--- src/rtl/cfs_algn_pkg.sv ---
// Shared width helpers and FIFO field positions for the aligner blocks.
// FIFO entry layout: {size, offset, data} with data in the LSBs.
package cfs_algn_pkg;

   localparam int unsigned ALGN_DATA_LSB = 0;

   function automatic int unsigned algn_bytes(input int unsigned dw);
      return dw / 8;
   endfunction

   function automatic int unsigned algn_offset_width(input int unsigned dw);
      return (dw <= 8) ? 1 : $clog2(dw / 8);
   endfunction

   function automatic int unsigned algn_size_width(input int unsigned dw);
      return $clog2(dw / 8) + 1;
   endfunction

   function automatic int unsigned algn_fifo_width(input int unsigned dw);
      return dw + algn_offset_width(dw) + algn_size_width(dw);
   endfunction

   function automatic int unsigned algn_cnt_width(input int unsigned dw);
      return $clog2(2 * (dw / 8)) + 1;
   endfunction

   function automatic int unsigned algn_data_msb(input int unsigned dw);
      return dw - 1;
   endfunction

   function automatic int unsigned algn_offset_lsb(input int unsigned dw);
      return dw;
   endfunction

   function automatic int unsigned algn_offset_msb(input int unsigned dw);
      return dw + algn_offset_width(dw) - 1;
   endfunction

   function automatic int unsigned algn_size_lsb(input int unsigned dw);
      return dw + algn_offset_width(dw);
   endfunction

   function automatic int unsigned algn_size_msb(input int unsigned dw);
      return algn_fifo_width(dw) - 1;
   endfunction

endpackage

--- src/rtl/cfs_algn_core_if.sv ---
// Valid/ready stream carrying one aligner FIFO entry per transfer.
interface cfs_algn_core_if
   import cfs_algn_pkg::*;
#(
   parameter int unsigned DATA_WIDTH = algn_fifo_width(32)
) ();

   logic                  valid;
   logic                  ready;
   logic [DATA_WIDTH-1:0] data;

   modport master (output valid, output data, input ready);
   modport slave  (input valid, input data, output ready);

endinterface

--- src/rtl/cfs_algn_byte_buf.sv ---
// Byte accumulator: shift-down on consume, append-at-fill-level on produce.
// Bytes above the fill level are kept zero so appends can simply be OR-ed in.
module cfs_algn_byte_buf
   import cfs_algn_pkg::*;
#(
   parameter int unsigned  ALGN_DATA_WIDTH = 32,
   localparam int unsigned OW = algn_offset_width(ALGN_DATA_WIDTH),
   localparam int unsigned SW = algn_size_width(ALGN_DATA_WIDTH),
   localparam int unsigned CW = algn_cnt_width(ALGN_DATA_WIDTH)
) (
   input  logic                       clk,
   input  logic                       rst,
   input  logic                       clr,
   input  logic                       shift_en,
   input  logic [SW-1:0]              shift_size,
   input  logic                       app_en,
   input  logic [SW-1:0]              app_size,
   input  logic [OW-1:0]              app_offset,
   input  logic [ALGN_DATA_WIDTH-1:0] app_data,
   output logic [ALGN_DATA_WIDTH-1:0] acc_lo,
   output logic [CW-1:0]              cnt
);

   localparam int unsigned AW = 2 * ALGN_DATA_WIDTH;

   logic [AW-1:0] acc_q, acc_d;
   logic [CW-1:0] cnt_q, cnt_d;
   logic [AW-1:0] acc_sh;
   logic [AW-1:0] app_raw;
   logic [AW-1:0] app_bytes;
   logic [CW-1:0] cnt_sh;

   always_comb begin
      acc_sh = acc_q;
      cnt_sh = cnt_q;
      if (shift_en) begin
         acc_sh = acc_q >> {shift_size, 3'b000};
         cnt_sh = cnt_q - CW'(shift_size);
      end

      // Drop lanes below the entry offset, then keep only its valid bytes.
      app_raw   = {{ALGN_DATA_WIDTH{1'b0}}, app_data} >> {app_offset, 3'b000};
      app_bytes = app_raw & ~({AW{1'b1}} << {app_size, 3'b000});

      acc_d = acc_sh;
      cnt_d = cnt_sh;
      if (app_en) begin
         acc_d = acc_sh | (app_bytes << {cnt_sh, 3'b000});
         cnt_d = cnt_sh + CW'(app_size);
      end

      if (clr) begin
         acc_d = '0;
         cnt_d = '0;
      end
   end

   always_ff @(posedge clk or posedge rst) begin
      if (rst) begin
         acc_q <= '0;
         cnt_q <= '0;
      end else begin
         acc_q <= acc_d;
         cnt_q <= cnt_d;
      end
   end

   assign acc_lo = acc_q[ALGN_DATA_WIDTH-1:0];
   assign cnt    = cnt_q;

endmodule

--- src/rtl/cfs_algn_core.sv ---
// Aligner re-alignment stage: gathers valid bytes from RX entries and emits
// chunks shaped by ctrl_size/ctrl_offset. Handshakes depend only on state (and clr).
module cfs_algn_core
   import cfs_algn_pkg::*;
#(
   parameter int unsigned  ALGN_DATA_WIDTH = 32,
   localparam int unsigned B  = algn_bytes(ALGN_DATA_WIDTH),
   localparam int unsigned OW = algn_offset_width(ALGN_DATA_WIDTH),
   localparam int unsigned SW = algn_size_width(ALGN_DATA_WIDTH),
   localparam int unsigned CW = algn_cnt_width(ALGN_DATA_WIDTH)
) (
   input  logic               pclk,
   input  logic               preset,
   input  logic [SW-1:0]      ctrl_size,
   input  logic [OW-1:0]      ctrl_offset,
   input  logic               clr,
   cfs_algn_core_if.slave     pop_if,
   cfs_algn_core_if.master    push_if,
   output logic [CW-1:0]      status_cnt_bytes
);

   localparam int unsigned DW       = ALGN_DATA_WIDTH;
   localparam int unsigned OFF_LSB  = algn_offset_lsb(DW);
   localparam int unsigned OFF_MSB  = algn_offset_msb(DW);
   localparam int unsigned SIZE_LSB = algn_size_lsb(DW);
   localparam int unsigned SIZE_MSB = algn_size_msb(DW);

   logic          pop_fire;
   logic          push_fire;
   logic [SW-1:0] ent_size;
   logic [OW-1:0] ent_offset;
   logic [DW-1:0] ent_data;
   logic [DW-1:0] acc_lo;
   logic [DW-1:0] chunk;
   logic [CW-1:0] cnt;

   assign ent_size   = pop_if.data[SIZE_MSB:SIZE_LSB];
   assign ent_offset = pop_if.data[OFF_MSB:OFF_LSB];
   assign ent_data   = pop_if.data[DW-1:ALGN_DATA_LSB];

   always_comb begin
      pop_if.ready  = (cnt <= CW'(B)) && !clr;
      push_if.valid = (cnt >= CW'(ctrl_size));
      pop_fire      = pop_if.valid && pop_if.ready;
      push_fire     = push_if.valid && push_if.ready;
      // Oldest ctrl_size bytes, moved up to the programmed lane offset.
      chunk         = (acc_lo & ~({DW{1'b1}} << {ctrl_size, 3'b000})) << {ctrl_offset, 3'b000};
      push_if.data  = {ctrl_size, ctrl_offset, chunk};
      status_cnt_bytes = cnt;
   end

   cfs_algn_byte_buf #(
      .ALGN_DATA_WIDTH(ALGN_DATA_WIDTH)
   ) u_byte_buf (
      .clk        (pclk),
      .rst        (preset),
      .clr        (clr),
      .shift_en   (push_fire),
      .shift_size (ctrl_size),
      .app_en     (pop_fire),
      .app_size   (ent_size),
      .app_offset (ent_offset),
      .app_data   (ent_data),
      .acc_lo     (acc_lo),
      .cnt        (cnt)
   );

endmodule

--- src/flat_wrapper.sv ---
// flat-port wrapper written by rule: the top's interface ports become plain ports
module cfs_algn_core_flat import cfs_algn_pkg::*;
#(
   parameter int unsigned  ALGN_DATA_WIDTH = 32,
   localparam int unsigned B  = algn_bytes(ALGN_DATA_WIDTH),
   localparam int unsigned OW = algn_offset_width(ALGN_DATA_WIDTH),
   localparam int unsigned SW = algn_size_width(ALGN_DATA_WIDTH),
   localparam int unsigned CW = algn_cnt_width(ALGN_DATA_WIDTH)
)
  (pclk, preset, ctrl_size, ctrl_offset, clr, status_cnt_bytes, pop_if_valid, pop_if_data, pop_if_ready, push_if_valid, push_if_data, push_if_ready);
  cfs_algn_core_if #(.DATA_WIDTH((37))) pop_if_i ();
  cfs_algn_core_if #(.DATA_WIDTH((37))) push_if_i ();
  input  logic pclk;
  input  logic preset;
  input  logic [SW-1:0] ctrl_size;
  input  logic [OW-1:0] ctrl_offset;
  input  logic clr;
  output logic [CW-1:0] status_cnt_bytes;
  input wire logic [$bits(pop_if_i.valid)-1:0] pop_if_valid;
  input wire logic [$bits(pop_if_i.data)-1:0] pop_if_data;
  output wire logic [$bits(pop_if_i.ready)-1:0] pop_if_ready;
  output wire logic [$bits(push_if_i.valid)-1:0] push_if_valid;
  output wire logic [$bits(push_if_i.data)-1:0] push_if_data;
  input wire logic [$bits(push_if_i.ready)-1:0] push_if_ready;
  assign pop_if_i.valid = pop_if_valid;
  assign pop_if_i.data = pop_if_data;
  assign pop_if_ready = pop_if_i.ready;
  assign push_if_valid = push_if_i.valid;
  assign push_if_data = push_if_i.data;
  assign push_if_i.ready = push_if_ready;
  cfs_algn_core #(.ALGN_DATA_WIDTH(ALGN_DATA_WIDTH)) u_core (.pclk(pclk), .preset(preset), .ctrl_size(ctrl_size), .ctrl_offset(ctrl_offset), .clr(clr), .pop_if(pop_if_i), .push_if(push_if_i), .status_cnt_bytes(status_cnt_bytes));
endmodule
--- config.mk ---
export PLATFORM = sky130hd
export DESIGN_NAME = cfs_algn_core_flat
export DESIGN_NICKNAME = d
export VERILOG_FILES = /design/src/rtl/cfs_algn_pkg.sv /design/src/rtl/cfs_algn_core_if.sv /design/src/rtl/cfs_algn_byte_buf.sv /design/src/rtl/cfs_algn_core.sv /design/src/flat_wrapper.sv
export SDC_FILE = /design/constraint.sdc
export NUM_CORES = 1
export LEC_CHECK = 0
export ABC_AREA = 1
export BUFFER_PORTS_ARGS = -buffer_cell sky130_fd_sc_hd__buf_2
export CAP_MARGIN = 20
export CORE_ASPECT_RATIO = 1.4
export CORE_MARGIN = 4
export CORE_UTILIZATION = 55
export DETAILED_ROUTE_END_ITERATION = 8
export PLACE_DENSITY_LB_ADDON = 0.25
export SLEW_MARGIN = 30
export SYNTH_ARGS = -nofsm -noshare
export SYNTH_HDL_FRONTEND = slang
export SYNTH_HIERARCHICAL = 1
export SYNTH_SLANG_ARGS = --single-unit
--- constraint.sdc ---
create_clock -name pclk -period 4.6 [get_ports pclk]
set_input_delay 0.46 -clock pclk [delete_from_list [all_inputs] [get_ports pclk]]
set_output_delay 0.46 -clock pclk [all_outputs]
set_load 0.05 [all_outputs]
# Word level (Yosys, flattened, before mapping)
# Cells that the tools add are included.
[op_classes]
muxes = 6
magnitude_cmp = 2
reduce_logical = 4
n_addsub = 2
shift = 6
bitwise_logic = 5
[ops]
columns = ["op", "n"]
rows = [
  ["64-bit 2-to-1 mux", 3],
  ["64-bit bitwise AND", 1],
  ["64-bit NOT", 1],
  ["64-bit bitwise OR", 1],
  ["64-bit by 6-bit << shifter with 64-bit output, first input constant", 1],
  ["64-bit by 7-bit << shifter with 64-bit output", 1],
  ["32-bit by 5-bit right shift with 64-bit output", 1],
  ["64-bit by 6-bit right shift with 64-bit output", 1],
  ["32-bit bitwise AND", 1],
  ["32-bit NOT", 1],
  ["32-bit by 5-bit << shifter with 32-bit output", 1],
  ["32-bit by 6-bit << shifter with 32-bit output, first input constant", 1],
  ["4-bit 2-to-1 mux", 3],
  ["4-bit by 3-bit adder with 4-bit output", 1],
  ["4-bit by 3-bit >= comparator with 1-bit output", 1],
  ["4-bit by 3-bit <= comparator with 1-bit output, second input constant", 1],
  ["4-bit by 3-bit subtractor with 4-bit output", 1],
  ["1-bit logical AND", 3],
  ["1-bit logical NOT", 1],
]
[word_totals]
register_bits = 68
word_cells = 27

# Logic depth before layout (Yosys ltp)
# Gate-level depths: netlist of the first run.
[depth]
word_depth = 7
depth_mapped = 21
ltp_nobuf = 19

# Hierarchy
# Netlist of the first run, hierarchy kept.
[by_module_without_submodules]
columns = ["mod", "area_per_inst_um2", "n_inst", "seq_area_each_um2", "cells_each"]
rows = [
  ["cfs_algn_byte_buf", 6774.0, 1, 1701.6, 1169],
  ["cfs_algn_core", 949.7, 1, 0.0, 209],
]

# Worst setup path after synthesis of the first run
# Ideal clock, no wire load.
[synth_path]
path_kind = "register -> register"
start = "reg u_core.u_byte_buf.cnt_q[1], in the netlist u_core/u_byte_buf/cnt[1]"
end = "reg u_core.u_byte_buf.cnt_q[2], in the netlist u_core/u_byte_buf/cnt[2]"
arrival_ps = 3338
slack_ps = 1135
path_buffers = 2
setup_ps = 126
path_stages_with_launch = 19
synth_period_minus_slack_ps = 3465
cell_sequence = "dfrtp_1 ha_1 nand2_1 nand2_1 nand2_1 nand3_1 nand2_1 inv_1 buf_6 nand2_1 o21ai_2 inv_2 buf_2 ha_1 inv_1 fa_1 xnor2_1 o21ai_0 a21oi_1"
[synth_between]
elab_chain_len = 6
elab_cells_between_ends = 10
classes_between = "2 x add/sub; 2 x order compare; 3 x mux; 3 x reduce/logical"
[synth_rtl]
columns = ["element", "line_no", "rtl"]
rows = [
  ["start: declaration", "cfs_algn_byte_buf.sv:27", "logic [CW-1:0] cnt_q, cnt_d;"],
  ["start signal: assignment", "cfs_algn_byte_buf.sv:64", "cnt_q <= cnt_d;"],
  ["4-bit by 3-bit >= comparator with 1-bit output *", "cfs_algn_core.sv:43", "push_if.valid = (cnt >= CW'(ctrl_size));"],
  ["named net push_if_valid", "flat_wrapper.sv:22", "output wire logic [$bits(push_if_i.valid)-1:0] push_if_valid;"],
  ["1-bit logical AND *", "cfs_algn_core.sv:45", "push_fire = push_if.valid && push_if.ready;"],
  ["named net u_core.push_fire", "cfs_algn_core.sv:29", "logic push_fire;"],
  ["4-bit 2-to-1 mux *", "cfs_algn_byte_buf.sv:36", "if (shift_en) begin"],
  ["4-bit by 3-bit adder with 4-bit output", "cfs_algn_byte_buf.sv:49", "cnt_d = cnt_sh + CW'(app_size);"],
  ["4-bit 2-to-1 mux *", "cfs_algn_byte_buf.sv:47", "if (app_en) begin"],
  ["4-bit 2-to-1 mux *", "cfs_algn_byte_buf.sv:52", "if (clr) begin"],
  ["named net u_core.u_byte_buf.cnt_d[2]", "cfs_algn_byte_buf.sv:27", ""],
]
# The timed path passes the listed nets; every way through them passes the cells marked *.

# Final worst setup path of the first run
[layout_path]
start = "reg u_core.u_byte_buf.cnt_q[1], in the netlist u_core/u_byte_buf/cnt[1]"
end = "reg u_core.u_byte_buf.cnt_q[2], in the netlist u_core/u_byte_buf/cnt[2]"
[layout_between]
elab_chain_len = 6
elab_cells_between_ends = 10
classes_between = "2 x add/sub; 2 x order compare; 3 x mux; 3 x reduce/logical"
[layout_rtl]
columns = ["element", "line_no"]
rows = [
  ["4-bit by 3-bit >= comparator with 1-bit output *", "cfs_algn_core.sv:43"],
  ["1-bit logical AND *", "cfs_algn_core.sv:45"],
  ["named net u_core.push_fire", "cfs_algn_core.sv:29"],
  ["4-bit 2-to-1 mux *", "cfs_algn_byte_buf.sv:36"],
  ["4-bit by 3-bit adder with 4-bit output", "cfs_algn_byte_buf.sv:49"],
  ["4-bit 2-to-1 mux *", "cfs_algn_byte_buf.sv:47"],
  ["4-bit 2-to-1 mux *", "cfs_algn_byte_buf.sv:52"],
  ["named net u_core.u_byte_buf.cnt_d[2]", "cfs_algn_byte_buf.sv:27"],
]
# Marks and branches as above.

==> results of run 1 <==
## logic make-up after synthesis
kind of cell             Yosys count  synth area share [%]
AO/OA/AOI/OAI                    262                  18.5
AND/OR/NAND/NOR                  775                  41.2
XOR/XNOR                           3                 0.340
adder cells (fa/ha/maj)           11                  1.98
flip-flops                        68                  22.0
buffers and inverters            259                  15.9
## report_power, final
group | total [mW] | leakage (nW) | switching (mW) | internal [mW]
Clock | 0.704 | 0.149 | 0.243 | 0.461
Combinational | 3.11 | 2.97 | 2.19 | 0.920
Sequential | 1.01 | 0.923 | 0.222 | 0.787
Total | 4.82 | 4.04 | 2.66 | 2.17
## worst paths after layout
path | start | to | slack, ns | cells past startpoint
setup / recovery | u_core/u_byte_buf/cnt[1] | u_core/u_byte_buf/cnt[2] | 1.23 | 16
hold / removal | preset | u_core/u_byte_buf/cnt[3] | 0.28 | 3
setup reg to reg | u_core/u_byte_buf/cnt[1] | u_core/u_byte_buf/cnt[2] | 1.23 | 16
hold reg to reg | u_core/u_byte_buf/acc_q[57] | u_core/u_byte_buf/acc_q[57] | 0.62 | 2
max in group asynchronous | preset | u_core/u_byte_buf/acc_q[31] | 3.86 | 3
min in group pclk | pop_if_data[34] | u_core/u_byte_buf/cnt[0] | 0.62 | 4
## registers in the layout, summed over array words and instances (netlist names)
register                 count
u_core/u_byte_buf/cnt        4
u_core/u_byte_buf/acc_q     64
## synthesized netlist by cell type, types with 3 or more instances
master,count
inv_1,116
o21ai_0,110
nor2_2,11
buf_4,46
nand4_1,9
buf_6,3
o211ai_1,12
xnor2_1,3
nor3_1,13
buf_1,3
o21ai_2,3
a22oi_1,14
buf_2,47
ha_1,9
o21ai_1,15
inv_2,9
o22ai_1,19
nand3_1,147
nor2_1,82
nand2_1,505
a21oi_1,83
or2_2,4
clkbuf_1,33
a31o_2,3
dfrtp_1,68
## per-layer routing
metal | wire [µm] | share of wire [%] | vias to the layer above
met2 | 10500 | 46 | 382
met4 | 554 | 2.4 | 0
met5 | 0 | 0 | -
met1 | 9990 | 44 | 3835
li1 | - | - | 4378
met3 | 1610 | 7.1 | 39
## tightest hold or removal path: stages
cell and delay [ns]:
buf_2 0.10, inv_2 0.05, buf_6 0.49
## cell type report
class | count | area, µm²
fillers | 1459 | 5780
multi-input cells | 1051 | 4800
flip-flops and latches | 68 | 1700
repair buffers | 103 | 554
inverters | 127 | 477
clock buffers | 14 | 274
well taps | 185 | 231
clock inverters | 1 | 30.0
## through the flow
step / instances / cell area, µm² / total power, mW / worst slack, ns
after global placement: 1534 / 7760 / 4.02 / 1.08
after detailed placement: 1534 / 7760 / 4.06 / 1.02
after floorplan: 1378 / 7720 / 3.56 / 1.14
after CTS: 1549 / 8060 / 4.78 / 1.24
final: 1549 / 8060 / 4.82 / 1.23
after global routing: 1549 / 8060 / 5.25 / 0.926
==> summary.txt, run 1 <==
Timing
  • Pins over their slew limit: 0
  • Final hold vios: 0
  • Crit path time final: approximately 3.4 ns
  • Relative slew slack: just over 50%
  • Unrepaired setup endpoints after global routing: no
  • Final Cycle Share: 73.3%
  • Total negative setup slack: 0 ns
  • Layout Skew: 0.00732 ns
  • Setup-failing EPs final: 0
  • Slew @ Worst Pin: a little over 0.7 ns
  • Hold slack: about 0.28 ns
  • F_max: between 0.2 and 0.3 GHz

CTS
  • Clock transition at path regs: ~0.050 ns
  • Clk buf depth: 2
  • TritonCTS Buffers: 9
  • CTS tree: built
  • Worst-Skew Late Latency: about 0.34 ns
  • CTS sink count: 68
  • CTS H-tree lvls: 3
  • Post-CTS sizing: 0
  • Postcts setup bufs: 0
  • Hold Buf Count CTS: 0
  • Root Buffer: clkbuf_16

Synthesis
  • Post-synthesis area per instance: ~5.6 µm²
  • Ys flop type: dfrtp_1
  • Yosys reg bits: between 60 and 70
  • Asr flop ratio synth: 100%
  • Largest cells by area after synthesis: nand2_1 25%, dfrtp_1 22%, nand3_1 9.5%, o21ai_0 7.1%, inv_1 5.6%
  • Sequential element share of the synthesized area: approximately 22%
  • Cells after Synth: between 1000 and 1500
  • Netlist cell types: 32
  • Syn nets: roughly 1400
  • Yosys warns: 6
  • Top cell type's share of synthesized area: roughly a quarter
  • Synth area leader: nand2_1
  • Number of synthesized flops with an enable pin: 0
  • Mapped cell area: about 7700 µm²

Critical path
  • Crit-path leading delay family: buffers and inverters
  • CP endpoint kind: flip-flop
  • Worst Path Max Fanout: 46
  • Worst path cell trace: ha_1, nand2_1, nand2_1, nand2_1, nand3_1, nand2_1, inv_1, buf_4, o21ai_2, inv_2, ha_1, inv_1, fa_1, xnor2_1, o21ai_0, a21oi_1
  • Slowest CP cell: dfrtp_1
  • Type of origin of the critical path: flip-flop
  • WP buf/inv: 4
  • CP arrival: between 3 and 4 ns
  • Crit path top cell by count: nand2_1
  • Max stage delay on crit path: about 0.47 ns
  • WS Path Type: reg2reg
  • Critical path data required time: about 4.8 ns

Drt
  • Pre-antenna DRT Iters: 7
  • Routed Antenna Nets: 0
  • Avg WL per Cell: approximately 15 µm
  • Avg Vias per Cell: between 5 and 6
  • Drt total wl: about 23 mm
  • Vias: 8634
  • Iteration-0 DRC Markers: 889
  • # DRC: 0

Floorplanning
  • Core ar.: between 10000 and 15000 µm²
  • Initial Util: between 50% and 60%
  • Rows: between 50 and 60
  • Die width: approximately 110 µm
  • Full die area: between 15000 and 20000 µm²
  • Top Ports: 90
  • Die Ht: around 150 µm

Place
  • IO buf count: approximately 90
  • Placer Congestion: between 0.8 and 0.9
  • Final HPWL DP: roughly 16 mm

Final layout
  • Fin nets: between 1000 and 1500
  • Area added between synthesis and finish: 4.41%
  • Commonest non-fill, non-tap cell in the layout: nand2_1
  • Final core utilization: between 50 and 60%
  • Most frequent cells in the layout: 505 x nand2_1, 147 x nand3_1, 114 x inv_1, 110 x o21ai_0, 89 x buf_2
  • Ant. Diodes: 0
  • Fraction of layout cells with a size suffix above 1: roughly 11%

Min path
  • Hold crit path type: in2async

Global routing
  • GRT overflow: 0
  • First-pass GRT wire length: ~38 mm
  • Met1 Use GR: 39.6%
  • Largest net degree at the start of global routing: between 80 and 90
  • All-Layer GR Usage: ~29%
  • Met3 GRT Util: approximately 3%
  • Number of global-route vias before repair: a little under 8000
  • GRT met2 Usage: between 40% and 50%
  • Initial antenna violation count: 0
  • Layer with the highest usage: met2

Status
  • Status: completed

Run
  • Max Cap Violations: 0

Power
  • Power per Cell Area: between 500 and 600 nW/µm²
  • VDD IR-drop max: around 450 µV
  • LEAKAGE: between 4 and 5 nW
Power figures use the tool's default switching activity.
==> run 2: changes to the inputs <==
- clock period: 4.6 -> 3 ns (I/O delays scaled with it)
==> run 2 against run 1 <==
  * Worst setup slack lost 0.93 ns
  * Sequential cell count is the same
  * Worst hold slack lost 0.20 ns
  * Cell count grew 0.65%
  * Fmax grew 25%
  * Register-to-register slack lost 0.93 ns
  * First-iteration DRC count shrank 3.8%
  * Power grew 55%
  * Sequential power grew 52%
  * Core utilization grew 0.80 points
  * Routed wire length grew 0.52%
  * Combinational power grew 59%
==> summary.txt, run 2 (synthesized netlist as in run 1, its figures left out) <==
Drt
  • Pre-antenna DRT Iters: 5 (-2)
  • Avg WL per Cell: 14.6 µm (-0.13%)
  • Drt total wl: 22.7 mm (+0.52%)
  • Routed Antenna Nets: 0 (unchanged)
  • Iteration-0 DRC Markers: 855 (-3.8%)
  • Avg Vias per Cell: 5.55 (-0.34%)
  • # DRC: 0 (unchanged)
  • Vias: 8660 (+0.30%)

Place
  • IO buf count: 89 (unchanged)
  • Placer Congestion: 0.903 (+4.8%)
  • Final HPWL DP: 16.6 mm (+1.7%)

CTS
  • Root Buffer: clkbuf_16
  • Clk buf depth: 2 (unchanged)
  • CTS H-tree lvls: 3 (unchanged)
  • CTS tree: built
  • Hold Buf Count CTS: 0 (unchanged)
  • CTS sink count: 68 (unchanged)
  • Clock transition at path regs: 0.05 ns (about the same)
  • Postcts setup bufs: 0 (unchanged)
  • TritonCTS Buffers: 9 (unchanged)
  • Worst-Skew Late Latency: 0.34 ns (about the same)
  • Post-CTS sizing: 0 (unchanged)

Final layout
  • Commonest non-fill, non-tap cell in the layout: nand2_1
  • Final core utilization: 59.0% (+0.80 points)
  • Ant. Diodes: 0 (unchanged)
  • Fin nets: 1427 (+0.63%)
  • Max reg flops: 64 (unchanged)
  • Most frequent cells in the layout: 505 x nand2_1, 146 x nand3_1, 115 x inv_1, 110 x o21ai_0, 89 x buf_2
  • Area occupied by multi-input gates: 4810 µm² (+0.26%)
  • Biggest register: u_core/u_byte_buf/acc_q
  • Biggest regs: u_core/u_byte_buf/acc_q: 64 flops, u_core/u_byte_buf/cnt: 4 flops
  • Fraction of layout cells with a size suffix above 1: 12.0% (+0.94 points)
  • FF+latch area: 1710 µm² (+0.22%)
  • Area added between synthesis and finish: 5.83%
  • Fillers: 1453 (-0.41%)

Timing
  • Slew @ Worst Pin: 0.746 ns (+0.0195 ns)
  • Setup-failing EPs final: 0 (unchanged)
  • Hold slack: 0.0859 ns (-0.197 ns)
  • Layout Skew: 0.00911 ns (+0.00179 ns)
  • Unrepaired setup endpoints after global routing: no
  • Crit path time final: 2.70 ns (-0.672 ns)
  • F_max: 0.370 GHz (+25%)
  • Pins over their slew limit: 0 (unchanged)
  • Final Cycle Share: 90.0% (+17 points)
  • Total negative setup slack: 0 ns (unchanged)
  • Final hold vios: 0 (unchanged)
  • Relative slew slack: 50.2% (-1.4 points)

Run
  • Max Cap Violations: 0 (unchanged)

Floorplanning
  • Top Ports: 90 (unchanged)
  • Initial Util: 55.8% (unchanged)
  • Full die area: 16000 µm² (unchanged)
  • Rows: 51 (unchanged)
  • Die Ht: 148 µm (unchanged)
  • Core ar.: 13800 µm² (unchanged)
  • Die width: 108 µm (unchanged)

Global routing
  • All-Layer GR Usage: 28.8% (+0.12 points)
  • Met1 Use GR: 38.2% (-1.4 points)
  • Layer with the highest usage: met2
  • Initial antenna violation count: 0 (unchanged)
  • GRT met2 Usage: 47.8% (+1.1 points)
  • Largest net degree at the start of global routing: 88 (+1.1%)
  • Number of global-route vias before repair: 7680 (-0.84%)
  • GRT overflow: 0 (unchanged)
  • First-pass GRT wire length: 37.9 mm (+0.15%)
  • Met3 GRT Util: 4.95% (+1.9 points)

Critical path
  • Worst Path Max Fanout: 32 (-30%)
  • CP endpoint kind: flip-flop
  • Slowest CP cell: dfrtp_2
  • Type of origin of the critical path: flip-flop
  • Critical path data required time: 3.28 ns (-1.52 ns)
  • Crit path top cell by count: nand2_1
  • WS Path Type: reg2reg
  • Worst path cell trace: ha_1, inv_1, nor2_1, nand2_1, nand3_4, nand2_1, inv_1, nand2_1, o21ai_2, inv_2, buf_4, nor2_1, nand2_1, nand2_1, nand2_1, nand3_1, nand2_1, inv_1
  • Max stage delay on crit path: 0.44 ns (-0.03 ns)
  • CP arrival: 2.98 ns (-0.59 ns)

Power
  • Total Power: 7.50 mW (+55%)
  • LEAKAGE: 4.09 nW (+1.4%)
  • VDD IR-drop max: 1260 µV (+180%)
  • Power per Cell Area: 918 nW/µm² (+53%)

Min path
  • Hold crit path type: in2async

Status
  • Status: completed
-- run 2: changes by cell type in the layout (fill, tap and decap cells not counted), sizes merged --
cell / change
clkbuf: -4
clkinv: +5
buf: +9
-- run 2: power breakdown --
group          leakage [nW]  total, mW  internal (mW)  switching, mW
Combinational          3.03       4.93           1.53           3.40
Sequential            0.919       1.54           1.21          0.333
Clock                 0.146       1.03          0.636          0.393
-- run 2: area by class of cell --
type / count / share of cell area (%)
Multi-Input combinational cell: 1051 / 58.8
Clock buffer: 10 / 2.80
Tap cell: 185 / 2.83
Timing Repair Buffer: 112 / 8.17
Inverter: 127 / 5.83
Sequential cell: 68 / 20.9
Clock inverter: 6 / 0.674
-- run 2: worst max-delay path, delay by kind of cell (launching register included) --
| kind | cells | cell delay (ns) |
|---|---|---|
| and+or+nand+nor | 11 | 1.14 |
| DFF | 1 | 0.44 |
| AOI/OAI and AO/OA | 1 | 0.09 |
| buffers and inverters | 5 | 0.65 |
| adders and majority gates | 1 | 0.31 |
-- run 2: stage by stage --
stage | area [µm²] | std cells | setup slack, ns
3_5_place_dp | 7890 | 1543 | 0.326
6_report | 8170 | 1559 | 0.299
2_1_floorplan | 7740 | 1378 | 0.0114
5_1_grt | 8170 | 1559 | 0.00180
3_3_place_gp | 7890 | 1543 | 0.382
4_1_cts | 8170 | 1559 | 0.326
-- run 2: final timing paths --
path                                              from                     endpoint  slack [ns]  cells after the start
max                           u_core/u_byte_buf/cnt[2]  u_core/u_byte_buf/acc_q[48]        0.30                     18
max reg2reg                   u_core/u_byte_buf/cnt[2]  u_core/u_byte_buf/acc_q[48]        0.30                     18
max in group asynchronous                       preset  u_core/u_byte_buf/acc_q[29]        2.26                      3
min                                             preset     u_core/u_byte_buf/cnt[0]        0.09                      2
min reg2reg                u_core/u_byte_buf/acc_q[56]  u_core/u_byte_buf/acc_q[56]        0.63                      2
min in group pclk                      pop_if_data[34]     u_core/u_byte_buf/cnt[0]        0.41                      4
-- run 2: metal layers --
metal / vias up / share of wire, % / routed length, µm
li1: 4405 / - / -
met1: 3837 / 43 / 9820
met4: 0 / 2.4 / 549
met5: - / 0 / 0
met3: 32 / 7.6 / 1740
met2: 386 / 47 / 10600
==> run 3: changes to the inputs <==
- clock period: 3 -> 2.2 ns (I/O delays scaled with it)
==> run 3 against run 2 <==
  * The flow now finishes with violations (setup timing)
  * Die area unchanged
  * Core utilization is 6.9 points higher
  * Fmax increased by 13%
  * Routed wire length increased by 9.2%
  * Sequential cell count unchanged
  * Critical endpoint is now u_core/u_byte_buf/acc_q[20]
==> summary.txt, run 3 (synthesized netlist as in run 1, its figures left out) <==
Drt
  • Pre-antenna DRT Iters: 6 (+1)
  • Avg WL per Cell: 15.4 µm (+5.4%)
  • Vias: 9069 (+4.7%)
  • Drt total wl: 24.8 mm (+9.2%)
  • Iteration-0 DRC Markers: 985 (+15%)
  • Avg Vias per Cell: 5.62 (+1.1%)
  • Routed Antenna Nets: 0 (unchanged)
  • # DRC: 0 (unchanged)

Final layout
  • Area added between synthesis and finish: 18.1%
  • Fin area: 9130 µm² (+12%)
  • Fillers: 1329 (-8.5%)
  • Most frequent cells in the layout: 496 x nand2_1, 142 x nand3_1, 110 x inv_1, 107 x o21ai_0, 88 x buf_2
  • Fraction of layout cells with a size suffix above 1: 18.7% (+6.7 points)
  • Commonest non-fill, non-tap cell in the layout: nand2_1
  • Fin nets: 1483 (+3.9%)
  • Biggest register: u_core/u_byte_buf/acc_q
  • Biggest regs: u_core/u_byte_buf/acc_q: 64 flops, u_core/u_byte_buf/cnt: 4 flops
  • Max reg flops: 64 (unchanged)
  • Ant. Diodes: 0 (unchanged)

Status
  • Status: finished, violations left
  • Failing checks: setup timing

CTS
  • TritonCTS Buffers: 9 (unchanged)
  • Root Buffer: clkbuf_16
  • CTS tree: built
  • Clk buf depth: 2 (unchanged)
  • CTS sink count: 68 (unchanged)
  • Clock transition at path regs: 0.06 ns (about the same)
  • Worst-Skew Late Latency: 0.34 ns (about the same)
  • CTS H-tree lvls: 3 (unchanged)

Power
  • Part of the power in registers: 17.8% (-2.8 points)
  • Net load switching power: 6.30 mW (+53%)
  • Clock power share: 11.1% (-2.6 points)
  • Power per Cell Area: 1290 nW/µm² (+41%)
  • VDD IR-drop max: 1100 µV (-13%)
  • Int Power: 5.51 mW (+63%)
  • Switching Share: 53.3% (-1.7 points)
  • Comb pwr share: 71.1% (+5.4 points)
  • Total Power: 11.8 mW (+57%)
  • LEAKAGE: 4.52 nW (+10%)

Run
  • Max Cap Violations: 0 (unchanged)

Global routing
  • Number of global-route vias before repair: 8005 (+4.2%)
  • All-Layer GR Usage: 29.7% (+0.82 points)
  • First-pass GRT wire length: 39.1 mm (+3.2%)
  • GRT overflow: 0 (unchanged)
  • Largest net degree at the start of global routing: 69 (-22%)
  • Initial antenna violation count: 0 (unchanged)

Timing
  • F_max: 0.419 GHz (+13%)
  • Unrepaired setup endpoints after global routing: yes
  • Crit path time final: 2.39 ns (-0.312 ns)
  • Setup WS post-layout: -0.188 ns (-0.488 ns)
  • Final hold vios: 0 (unchanged)
  • Slew @ Worst Pin: 0.625 ns (-0.122 ns)
  • Layout Skew: 0.00952 ns (+0.000409 ns)
  • Setup-failing EPs final: 66 (+66)
  • Final Cycle Share: 109% (+19 points)
  • Pins over their slew limit: 0 (unchanged)
  • Relative slew slack: 58.4% (+8.2 points)
  • Total negative setup slack: -6.76 ns (-6.76 ns)

Floorplanning
  • Initial Util: 55.8% (unchanged)
  • Rows: 51 (unchanged)
  • Core ar.: 13800 µm² (unchanged)
  • Top Ports: 90 (unchanged)
  • Die Ht: 148 µm (unchanged)
  • Full die area: 16000 µm² (unchanged)
  • Die width: 108 µm (unchanged)

Critical path
  • Worst path cell trace: ha_4, inv_2, nor2_2, nand2_2, nand3_4, nand2_4, inv_8, buf_6, nand2_4, o21ai_4, inv_2, buf_12, nor2_4, buf_12, clkbuf_16, nand2_1, a21oi_1
  • CP endpoint kind: flip-flop
  • Worst Path Max Fanout: 10 (-69%)
  • WS Path Type: reg2reg
  • CP arrival: 2.63 ns (-0.35 ns)
  • Critical path data required time: 2.44 ns (-0.84 ns)
  • Type of origin of the critical path: flip-flop
  • Max stage delay on crit path: 0.42 ns (-0.02 ns)
  • Slowest CP cell: dfrtp_2

Place
  • IO buf count: 89 (unchanged)
  • Placer Congestion: 0.904 (about the same)
  • Placement Setup Slack: -0.266 ns (-0.592 ns)
  • DP Area: 8480 µm² (+7.5%)
  • Final HPWL DP: 17.6 mm (+6.3%)

Min path
  • Hold crit path type: in2reg
-- run 3: changes by cell type in the layout (fill, tap and decap cells not counted), moves of 8 or more --
cell     before  now
nor2_1       82   73
buf_12        4   16
nand2_1     505  496
a21oi_1      83   75
buf_4        19   51
nor2_4        0    8
-- run 3: path summary, 6_finish.rpt --
| check | startpoint | to | cells after the start | slack [ns] |
|---|---|---|---|---|
| hold reg to reg | u_core/u_byte_buf/acc_q[62] | u_core/u_byte_buf/acc_q[62] | 2 | 0.63 |
| setup reg to reg | u_core/u_byte_buf/cnt[2] | u_core/u_byte_buf/acc_q[20] | 17 | -0.19 |
| max in group asynchronous | preset | u_core/u_byte_buf/acc_q[63] | 4 | 1.38 |
| hold / removal | pop_if_data[34] | u_core/u_byte_buf/cnt[0] | 4 | 0.37 |
| min in group asynchronous | preset | u_core/u_byte_buf/cnt[3] | 4 | 0.49 |
| setup / recovery | u_core/u_byte_buf/cnt[2] | u_core/u_byte_buf/acc_q[20] | 17 | -0.19 |
-- run 3: per-stage QoR --
step                      hold slack, ns  util (%)  instances
after floorplan                    0.495         -       1378
after global routing               0.391      65.9       1615
after global placement             0.311      61.2       1588
after detailed placement           0.318      61.2       1588
after CTS                          0.365      63.9       1608
final                              0.374      65.9       1615
-- run 3: cell type report --
cell class | count | area [µm²] | share of cell area (%)
clock inverters | 7 | 43.8 | 0.480
repair buffers | 168 | 1350 | 14.8
multi-input cells | 1051 | 5090 | 55.8
well taps | 185 | 231 | 2.54
flip-flops and latches | 68 | 1710 | 18.7
clock buffers | 9 | 225 | 2.47
inverters | 127 | 484 | 5.31
-- run 3: timing repair --
action	in CTS	in global routing
hold buffers	1	0
buffers inserted	3	2
endpoints found under the hold margin	68	0
pin swaps	7	12
endpoints found under the setup margin	67	70
gates resized for setup	13	38
gates cloned	0	5
-- run 3: power by group through the flow --
stage	combinational (mW)	clock, mW	sequential (mW)
after floorplan	5.78	0	2.02
after global placement	7.34	0	2.10
after detailed placement	7.46	0	2.11
after CTS	7.71	1.32	2.09
after global routing	9.11	1.38	2.16
final	8.40	1.31	2.11
-- run 3: worst max-delay path: cells and delay by family, from the launching register on --
family | cells | cell delay [ns]
buffers and inverters | 7 | 0.78
AOI/OAI and AO/OA | 2 | 0.24
adders and majority gates | 1 | 0.27
DFF | 1 | 0.42
and+or+nand+nor | 7 | 0.55
-- run 3: per-layer routing --
metal | global-route usage [%] | share of wire (%) | vias up
met2 | 47.6 | 47 | 432
met1 | 39.7 | 41 | 4049
met3 | 4.73 | 8.3 | 70
met4 | 12.1 | 3.7 | 0
li1 | - | - | 4518
met5 | 0 | 0 | -
